[config.mk]
export PLATFORM = sky130hd
export DESIGN_NAME = wrr_rank_engine_flat
export DESIGN_NICKNAME = d
export VERILOG_FILES = /design/src/rtl/wrr_rank_engine_if.sv /design/src/rtl/wrr_rank_engine.sv /design/src/flat_wrapper.sv
export SDC_FILE = /design/constraint.sdc
export NUM_CORES = 2
export LEC_CHECK = 0
export ABC_AREA = 1
export BUFFER_PORTS_ARGS = -buffer_cell sky130_fd_sc_hd__buf_2
export CAP_MARGIN = 10
export CORE_UTILIZATION = 63
export CTS_CLUSTER_SIZE = 12
export DETAILED_ROUTE_END_ITERATION = 10
export PLACE_DENSITY = 0.84
export SETUP_SLACK_MARGIN = 0.15
export SKIP_LAST_GASP = 1
export SYNTH_ARGS = -nofsm -noshare
export SYNTH_HDL_FRONTEND = slang
export SYNTH_SLANG_ARGS = --single-unit
[constraint.sdc]
create_clock -name clk -period 79.9 [get_ports clk]
set_input_delay 15.98 -clock clk [delete_from_list [all_inputs] [get_ports clk]]
set_output_delay 15.98 -clock clk [all_outputs]
set_load 0.02 [all_outputs]
[src/rtl/wrr_rank_engine_if.sv]
// Request, weight-configuration and response channels of the WRR rank engine.
interface wrr_rank_engine_if #(
   parameter int CLASS_WIDTH         = 5,
   parameter int WEIGHT_WIDTH        = 16,
   parameter int PIFO_OVERFLOW_WIDTH = 1,
   parameter int PIFO_ROUND_WIDTH    = 18,
   parameter int RESULT_WIDTH        = 32
);
   logic                           req_valid;
   logic                           req_ready;
   logic [CLASS_WIDTH-1:0]         req_class_id;
   logic [PIFO_OVERFLOW_WIDTH-1:0] last_pifo_overflow;
   logic [PIFO_ROUND_WIDTH-1:0]    last_pifo_round;
   logic                           cfg_valid;
   logic [CLASS_WIDTH-1:0]         cfg_class_id;
   logic [WEIGHT_WIDTH-1:0]        cfg_weight;
   logic                           resp_valid;
   logic                           resp_ready;
   logic [RESULT_WIDTH-1:0]        resp_data;

   modport master (
      output req_valid, req_class_id, last_pifo_overflow, last_pifo_round,
      output cfg_valid, cfg_class_id, cfg_weight, resp_ready,
      input  req_ready, resp_valid, resp_data
   );

   modport slave (
      input  req_valid, req_class_id, last_pifo_overflow, last_pifo_round,
      input  cfg_valid, cfg_class_id, cfg_weight, resp_ready,
      output req_ready, resp_valid, resp_data
   );
endinterface

[src/rtl/wrr_rank_engine.sv]
// Weighted-round-robin PIFO rank calculator: per-class round/credit state,
// runtime weight table, epoch-aware rebasing against the last dequeued rank.
module wrr_rank_engine #(
   parameter int CLASS_WIDTH         = 5,
   parameter int WEIGHT_WIDTH        = 16,
   parameter int PIFO_OVERFLOW_WIDTH = 1,
   parameter int PIFO_ROUND_WIDTH    = 18,
   parameter int PIFO_ADDR_WIDTH     = 12,
   parameter int RESULT_WIDTH        = 32
) (
   input logic              clk,
   input logic              rst,
   wrr_rank_engine_if.slave bus
);
   localparam int N  = 1 << CLASS_WIDTH;
   localparam int OW = PIFO_OVERFLOW_WIDTH;
   localparam int RW = PIFO_ROUND_WIDTH;
   localparam int WW = WEIGHT_WIDTH;

   typedef enum logic [1:0] {IDLE, CALC, RESP} state_t;
   state_t state, state_nxt;

   logic [OW-1:0] ovf_tbl    [N];
   logic [RW-1:0] round_tbl  [N];
   logic [WW-1:0] credit_tbl [N];
   logic [WW-1:0] weight_tbl [N];

   logic [CLASS_WIDTH-1:0] lat_class;
   logic [OW-1:0]          t_ovf, l_ovf, c_ovf, r_ovf;
   logic [RW-1:0]          t_round, l_round, c_round, r_round;
   logic [WW-1:0]          t_credit, t_weight, c_credit, r_credit, ew;

   logic accept, handshake;
   assign accept    = (state == IDLE) && bus.req_valid;
   assign handshake = (state == RESP) && bus.resp_ready;

   // NOTE: sequential state uses non-blocking assignments so every flop samples pre-edge values.
   always_ff @(posedge clk or posedge rst) begin
      if (rst) state <= IDLE;
      else     state <= state_nxt;
   end

   always_comb begin
      state_nxt      = state;
      bus.req_ready  = 1'b0;
      bus.resp_valid = 1'b0;
      case (state)
         IDLE: begin
            bus.req_ready = !rst;
            if (bus.req_valid) state_nxt = CALC;
         end
         CALC: state_nxt = RESP;
         RESP: begin
            bus.resp_valid = 1'b1;
            if (bus.resp_ready) state_nxt = IDLE;
         end
         default: state_nxt = IDLE;
      endcase
   end

   // Operands are frozen at acceptance so later cfg writes cannot disturb this request.
   always_ff @(posedge clk or posedge rst) begin
      if (rst) begin
         lat_class <= '0;
         t_ovf     <= '0;
         t_round   <= '0;
         t_credit  <= '0;
         t_weight  <= '0;
         l_ovf     <= '0;
         l_round   <= '0;
      end else if (accept) begin
         lat_class <= bus.req_class_id;
         t_ovf     <= ovf_tbl[bus.req_class_id];
         t_round   <= round_tbl[bus.req_class_id];
         t_credit  <= credit_tbl[bus.req_class_id];
         t_weight  <= weight_tbl[bus.req_class_id];
         l_ovf     <= bus.last_pifo_overflow;
         l_round   <= bus.last_pifo_round;
      end
   end

   always_comb begin
      ew       = (t_weight == '0) ? WW'(1) : t_weight;
      c_ovf    = t_ovf;
      c_round  = t_round;
      c_credit = ew - WW'(1);
      if (t_ovf != l_ovf && l_round < t_round) begin
         c_ovf   = l_ovf;
         c_round = l_round;
      end else if (t_ovf == l_ovf && t_round < l_round) begin
         c_round = l_round;
      end else if (t_credit != '0) begin
         c_credit = t_credit - WW'(1);
      end else if (t_round == '1) begin
         c_ovf   = t_ovf + OW'(1);
         c_round = '0;
      end else begin
         c_round = t_round + RW'(1);
      end
   end

   always_ff @(posedge clk or posedge rst) begin
      if (rst) begin
         r_ovf    <= '0;
         r_round  <= '0;
         r_credit <= '0;
      end else if (state == CALC) begin
         r_ovf    <= c_ovf;
         r_round  <= c_round;
         r_credit <= c_credit;
      end
   end

   assign bus.resp_data = (state == RESP)
      ? RESULT_WIDTH'({1'b1, r_ovf, r_round, {PIFO_ADDR_WIDTH{1'b0}}})
      : '0;

   // NOTE: the class tables must return to defaults on reset, so they are flops rather than RAM.
   always_ff @(posedge clk or posedge rst) begin
      if (rst) begin
         for (int i = 0; i < N; i++) begin
            ovf_tbl[i]    <= '0;
            round_tbl[i]  <= '0;
            credit_tbl[i] <= '0;
            weight_tbl[i] <= WW'(1);
         end
      end else begin
         if (handshake) begin
            ovf_tbl[lat_class]    <= r_ovf;
            round_tbl[lat_class]  <= r_round;
            credit_tbl[lat_class] <= r_credit;
         end
         // Placed after the write-back so a same-class cfg clear takes priority.
         if (bus.cfg_valid) begin
            weight_tbl[bus.cfg_class_id] <= bus.cfg_weight;
            credit_tbl[bus.cfg_class_id] <= '0;
         end
      end
   end
endmodule
[src/flat_wrapper.sv]
// flat-port wrapper written by rule: the top's interface ports become plain ports
module wrr_rank_engine_flat 
#(
   parameter int CLASS_WIDTH         = 5,
   parameter int WEIGHT_WIDTH        = 16,
   parameter int PIFO_OVERFLOW_WIDTH = 1,
   parameter int PIFO_ROUND_WIDTH    = 18,
   parameter int PIFO_ADDR_WIDTH     = 12,
   parameter int RESULT_WIDTH        = 32
)
  (clk, rst, bus_req_valid, bus_req_class_id, bus_last_pifo_overflow, bus_last_pifo_round, bus_cfg_valid, bus_cfg_class_id, bus_cfg_weight, bus_resp_ready, bus_req_ready, bus_resp_valid, bus_resp_data);
  wrr_rank_engine_if #(.CLASS_WIDTH(CLASS_WIDTH), .WEIGHT_WIDTH(WEIGHT_WIDTH), .PIFO_OVERFLOW_WIDTH(PIFO_OVERFLOW_WIDTH), .PIFO_ROUND_WIDTH(PIFO_ROUND_WIDTH), .RESULT_WIDTH(RESULT_WIDTH)) bus_i ();
  input logic clk;
  input logic rst;
  input wire logic [$bits(bus_i.req_valid)-1:0] bus_req_valid;
  input wire logic [$bits(bus_i.req_class_id)-1:0] bus_req_class_id;
  input wire logic [$bits(bus_i.last_pifo_overflow)-1:0] bus_last_pifo_overflow;
  input wire logic [$bits(bus_i.last_pifo_round)-1:0] bus_last_pifo_round;
  input wire logic [$bits(bus_i.cfg_valid)-1:0] bus_cfg_valid;
  input wire logic [$bits(bus_i.cfg_class_id)-1:0] bus_cfg_class_id;
  input wire logic [$bits(bus_i.cfg_weight)-1:0] bus_cfg_weight;
  input wire logic [$bits(bus_i.resp_ready)-1:0] bus_resp_ready;
  output wire logic [$bits(bus_i.req_ready)-1:0] bus_req_ready;
  output wire logic [$bits(bus_i.resp_valid)-1:0] bus_resp_valid;
  output wire logic [$bits(bus_i.resp_data)-1:0] bus_resp_data;
  assign bus_i.req_valid = bus_req_valid;
  assign bus_i.req_class_id = bus_req_class_id;
  assign bus_i.last_pifo_overflow = bus_last_pifo_overflow;
  assign bus_i.last_pifo_round = bus_last_pifo_round;
  assign bus_i.cfg_valid = bus_cfg_valid;
  assign bus_i.cfg_class_id = bus_cfg_class_id;
  assign bus_i.cfg_weight = bus_cfg_weight;
  assign bus_i.resp_ready = bus_resp_ready;
  assign bus_req_ready = bus_i.req_ready;
  assign bus_resp_valid = bus_i.resp_valid;
  assign bus_resp_data = bus_i.resp_data;
  wrr_rank_engine #(.CLASS_WIDTH(CLASS_WIDTH), .WEIGHT_WIDTH(WEIGHT_WIDTH), .PIFO_OVERFLOW_WIDTH(PIFO_OVERFLOW_WIDTH), .PIFO_ROUND_WIDTH(PIFO_ROUND_WIDTH), .PIFO_ADDR_WIDTH(PIFO_ADDR_WIDTH), .RESULT_WIDTH(RESULT_WIDTH)) u_core (.clk(clk), .rst(rst), .bus(bus_i));
endmodule
### After elaboration in Yosys (flattened, before gate mapping)

Index checks and enable logic that the tools add are counted.

| storage, ports and cells | value |
|---|---|
| word-level logic and storage cells | 217 |
| flip-flop bits (word level) | 1744 |
| output and inout bits | 34 |

| cells by class | value |
|---|---|
| add/subtract/negate cells | 4 |
| reduce and logical (&&, ||, !) cells | 11 |
| bitwise gates (word level) | 5 |
| $lt $le $gt $ge | 7 |
| equality and inequality tests | 7 |
| mux-type cells | 44 |

Operator list:

| kind | count |
|---|---|
| bitwise mux 512 bit | 2 |
| 2-to-1 mux 512 bit | 2 |
| bitwise mux 576 bit | 1 |
| bitwise AND 512 bit | 1 |
| inverter 512 bit | 1 |
| binary-select mux 16 bit (select 5 bit) | 2 |
| demux 16 bit (select 5 bit) | 2 |
| 2-to-1 mux 16 bit | 10 |
| 2-to-1 mux 18 bit | 7 |
| binary-select mux 18 bit (select 5 bit) | 1 |
| demux 18 bit (select 5 bit) | 1 |
| < comparator 18 bit | 2 |
| bitwise mux 32 bit | 1 |
| 2-to-1 mux 32 bit | 1 |
| subtractor 16 x 1 -> 16 bit (second input constant) | 2 |
| adder 18 x 1 -> 18 bit (second input constant) | 1 |
| == test 18 bit (second input constant) | 1 |
| greater-or-equal comparator 6 bit (second input constant) | 3 |
| inverter 5 -> 6 bit | 3 |
| logical NOT 16 bit | 1 |
| nonzero test 16 bit | 1 |
| < comparator 6 x 1 -> 1 bit (second input constant) | 2 |
| 2-to-1 mux 1 bit | 9 |
| logical AND 1 bit | 6 |
| 13 further kinds | 15 |

### Logic depth before layout (Yosys ltp)

| depth | value |
|---|---|
| depth in word-level cells | 9 |
| depth in mapped cells | 18 |
| mapped depth without buffers | 17 |

### Least setup slack after synthesis

OpenSTA, ideal clock, no wires.

| timing path | value |
|---|---|
| kind | input -> output |
| start | input rst |
| end | output bus_req_ready |
| stages | 1 |
| slack | 47485 ps |
| data arrival time | 16435 ps |
| cell sequence | nor3_1 |

| on the way | value |
|---|---|
| cells in the longest elaborated chain, start to end | 2 |

RTL lines:

| element | RTL line | RTL |
|---|---|---|
| from (decl) | flat_wrapper.sv:14 | `input logic rst;` |
| logical NOT 1 bit (no source line) | - |  |
| 2-to-1 mux 1 bit | wrr_rank_engine.sv:47 | `case (state)` |
| to (decl) | flat_wrapper.sv:23 | `output wire logic [$bits(bus_i.req_ready)-1:0] bus_req_ready;` |

No other way between the ends.

### Final worst setup path

Same ends and word-level chain as after synthesis.

==> metrics.cfg <==
[status]
outcome = complete, no violations

[power_and_ir_drop]
powerDensity_nw_per_um2 = 32.83
total_power_mw = 2.792
p_leak_nw = 38.63
p_comb_frac = 0.247
vdd_drop_max_mv = 0.02726
clkPwrFrac = 0.289
seq_power_share = 0.464
p_int_mw = 1.820
p_sw_mw = 0.9723
switching_share = 0.3482

[floorplanning]
start_util = 0.6388
io_pins = 84
die_h_um = 357.0
rows = 129
core_um2 = 124300
die_area_um2 = 127400
fp.dieW_um = 357.0

[clock_tree]
cts-root-buf = clkbuf_16
cts_tree = yes
post-cts-setup-buffers = 0
cts_buffers = 176
clkSinkCount = 1744
clock_path_buffers = 3
cts_hold_buf = 0
htree_levels = 4
cts.repair.resized = 0
path_clk_slew_ps = 60
clk_latency_ps = 830

[synthesis]
synthCells = 9382
syn_area_per_cell_um2 = 8.462
yosys-top-cells-area = dfrtp_1, o21ai_0, nand2_1
yosysTopAreaCellShare = 0.5396
ys_types = 34
yosys_warnings = 0
ys_seq_elements = 1744
syn_area_um2 = 79390
synth-seq-area-share = 0.5502
synth_top_area_cell = dfrtp_1

[layout]
n_antenna_cell = 0
fin_cells = 10620
area_delta_synth_final_pct = 7.132
fin_area_um2 = 85050
fin_nets = 8942
layout_commonest_cell = o21ai_0
nFillCells = 9409
mostFrequentLayoutCells = o21ai_0, dfrtp_1, nand2_1
layout-drive-gt1-share = 0.05945

[placement]
io_buffers = 71
dp.cells = 10330
finalWeightedCongestion = 0.9510
hpwl_mm = 133.6
post_dp_cell_area_um2 = 79490

[sta]
finClkSkew_ps = 29.77
setup_viol = 0
worstMarginPinSlew_ps = 1285
finalCriticalPeriod_ps = 32400
post-route-period-util = 0.4055
finalMaxSlewViolations = 0
hold_viol_final = 0
whs_ps = 478.3
max_freq_mhz = 30.86
timing.setup.tns_ps = 0
rsz0062_at_grt = false
max-slew-margin-rel = 0.1431

[setup_path]
cp_slowest_cell = buf_2
crit_path_frequent_cell = buf_2
worstSetupEndpointType = output pin
cp_data_arrival_time_ps = 16420
path_class = input port to output pin
max_stage_delay_ps = 190
crit_fanout = 2
cp.required_ps = 63920
cp-start-kind = input port
worstPathCellList = buf_2, nor3_1, buf_2

[grt]
grt_pass1_vias = 68650
antenna_found_initial = 6
grt_overflow = 0
grt_pass1_wl_mm = 382.7
grt_usage = 0.3852
grt_max_degree = 230

[min_path]
hp-class = flip-flop to flip-flop

[run]
max-cap-violations = 0

[routing]
first_iter_violations = 11240
drcViolationCount = 0
wl_per_cell_um = 23.16
num_vias = 71150
final_antenna_net_count = 0
drt-pass1-iter-count = 7
via_per_inst = 6.700
drt_wl_total_mm = 246.0

## per-stage QoR
stage / setup slack [ps] / utilization
after floorplan: 14740 / -
after global placement: 47470 / 0.6396
after detailed placement: 47490 / 0.6396
after CTS: 47490 / 0.6838
after global routing: 47470 / 0.6843
final: 47500 / 0.6843
## synthesized netlist by cell type, drive strengths merged
cell type,count
clkinv,17
o22ai,85
dfstp,32
dfrtp,1712
nand2,1624
a21oi,637
nand4,7
nor2,876
buf,127
nor3,29
o211ai,221
and2,2
clkbuf,783
o221ai,223
conb,1
xnor2,6
xor2,29
ha,21
o31ai,1
a21o,1
o21ai,2417
inv,294
nand3,194
a22oi,8
nand3b,3
a211oi,32
## kinds of logic (layout without fill, tap and decap cells)
group / Yosys count / after routing / synth area share
simple gates: 2735 / 2735 / 0.1341
compound gates: 3625 / 3625 / 0.2487
other cells: 1 / 12 / 0.00004724
xor+xnor: 35 / 35 / 0.003861
buf+inv: 1221 / 811 / 0.05973
flops: 1744 / 1744 / 0.5502
fa+ha+maj: 21 / 21 / 0.003310
## final cells by class
cell class                 instances  area (µm²)  share of cell area
tap                             1637        2048             0.02408
clock inverter                    17       269.0            0.003163
clock buffer                     273        5216             0.06133
inverter                         311        1197             0.01408
multi-input combinational       6428       31080              0.3655
sequential                      1744       43680              0.5136
timing repair buffer             210        1554             0.01827
## routing by layer
metal	up-vias	wire length [µm]	GRT usage
met5	-	65	0
met4	10	18300	0.2671
met3	1097	28190	0.08714
met2	4940	110500	0.5888
met1	34200	88970	0.4910
li1	30900	-	-
## flip-flops by register name, indices dropped and copies added, names as in the netlist
register,count
u_core.r_round,18
u_core.state,2
u_core.r_ovf,1
u_core.ovf_tbl,32
u_core.round_tbl,576
u_core.lat_class,5
u_core.t_round,18
u_core.t_credit,16
u_core.l_round,18
u_core.t_weight,16
u_core.credit_tbl,512
u_core.weight_tbl,512
u_core.l_ovf,1
u_core.t_ovf,1
u_core.r_credit,16
## power groups by stage
stage / combinational [mW] / clock (mW) / sequential (mW)
global route: 0.768 / 0.842 / 1.32
global placement: 0.635 / 0 / 1.28
floorplan: 0.491 / 0 / 1.26
CTS: 0.673 / 0.808 / 1.29
detailed placement: 0.664 / 0 / 1.30
finish: 0.690 / 0.806 / 1.30
## worst max-delay path, delay by kind of cell
kind	cells	cell delay [ps]
and+or+nand+nor	1	120
buffers and inverters	2	330
## worst paths after layout
kind / from / end / slack, ps / depth (start not counted)
max: rst / bus_req_ready / 47500 / 3
min: u_core.weight_tbl[359] / u_core.weight_tbl[359] / 480 / 2
max reg2reg: u_core.t_round[17] / u_core.r_credit[15] / 76130 / 15
min reg2reg: u_core.weight_tbl[359] / u_core.weight_tbl[359] / 480 / 2
max in group asynchronous: rst / u_core.weight_tbl[206] / 61130 / 5
min in group asynchronous: rst / u_core.round_tbl[443] / 15400 / 2
No activity file was read; power rests on OpenSTA's default activity.
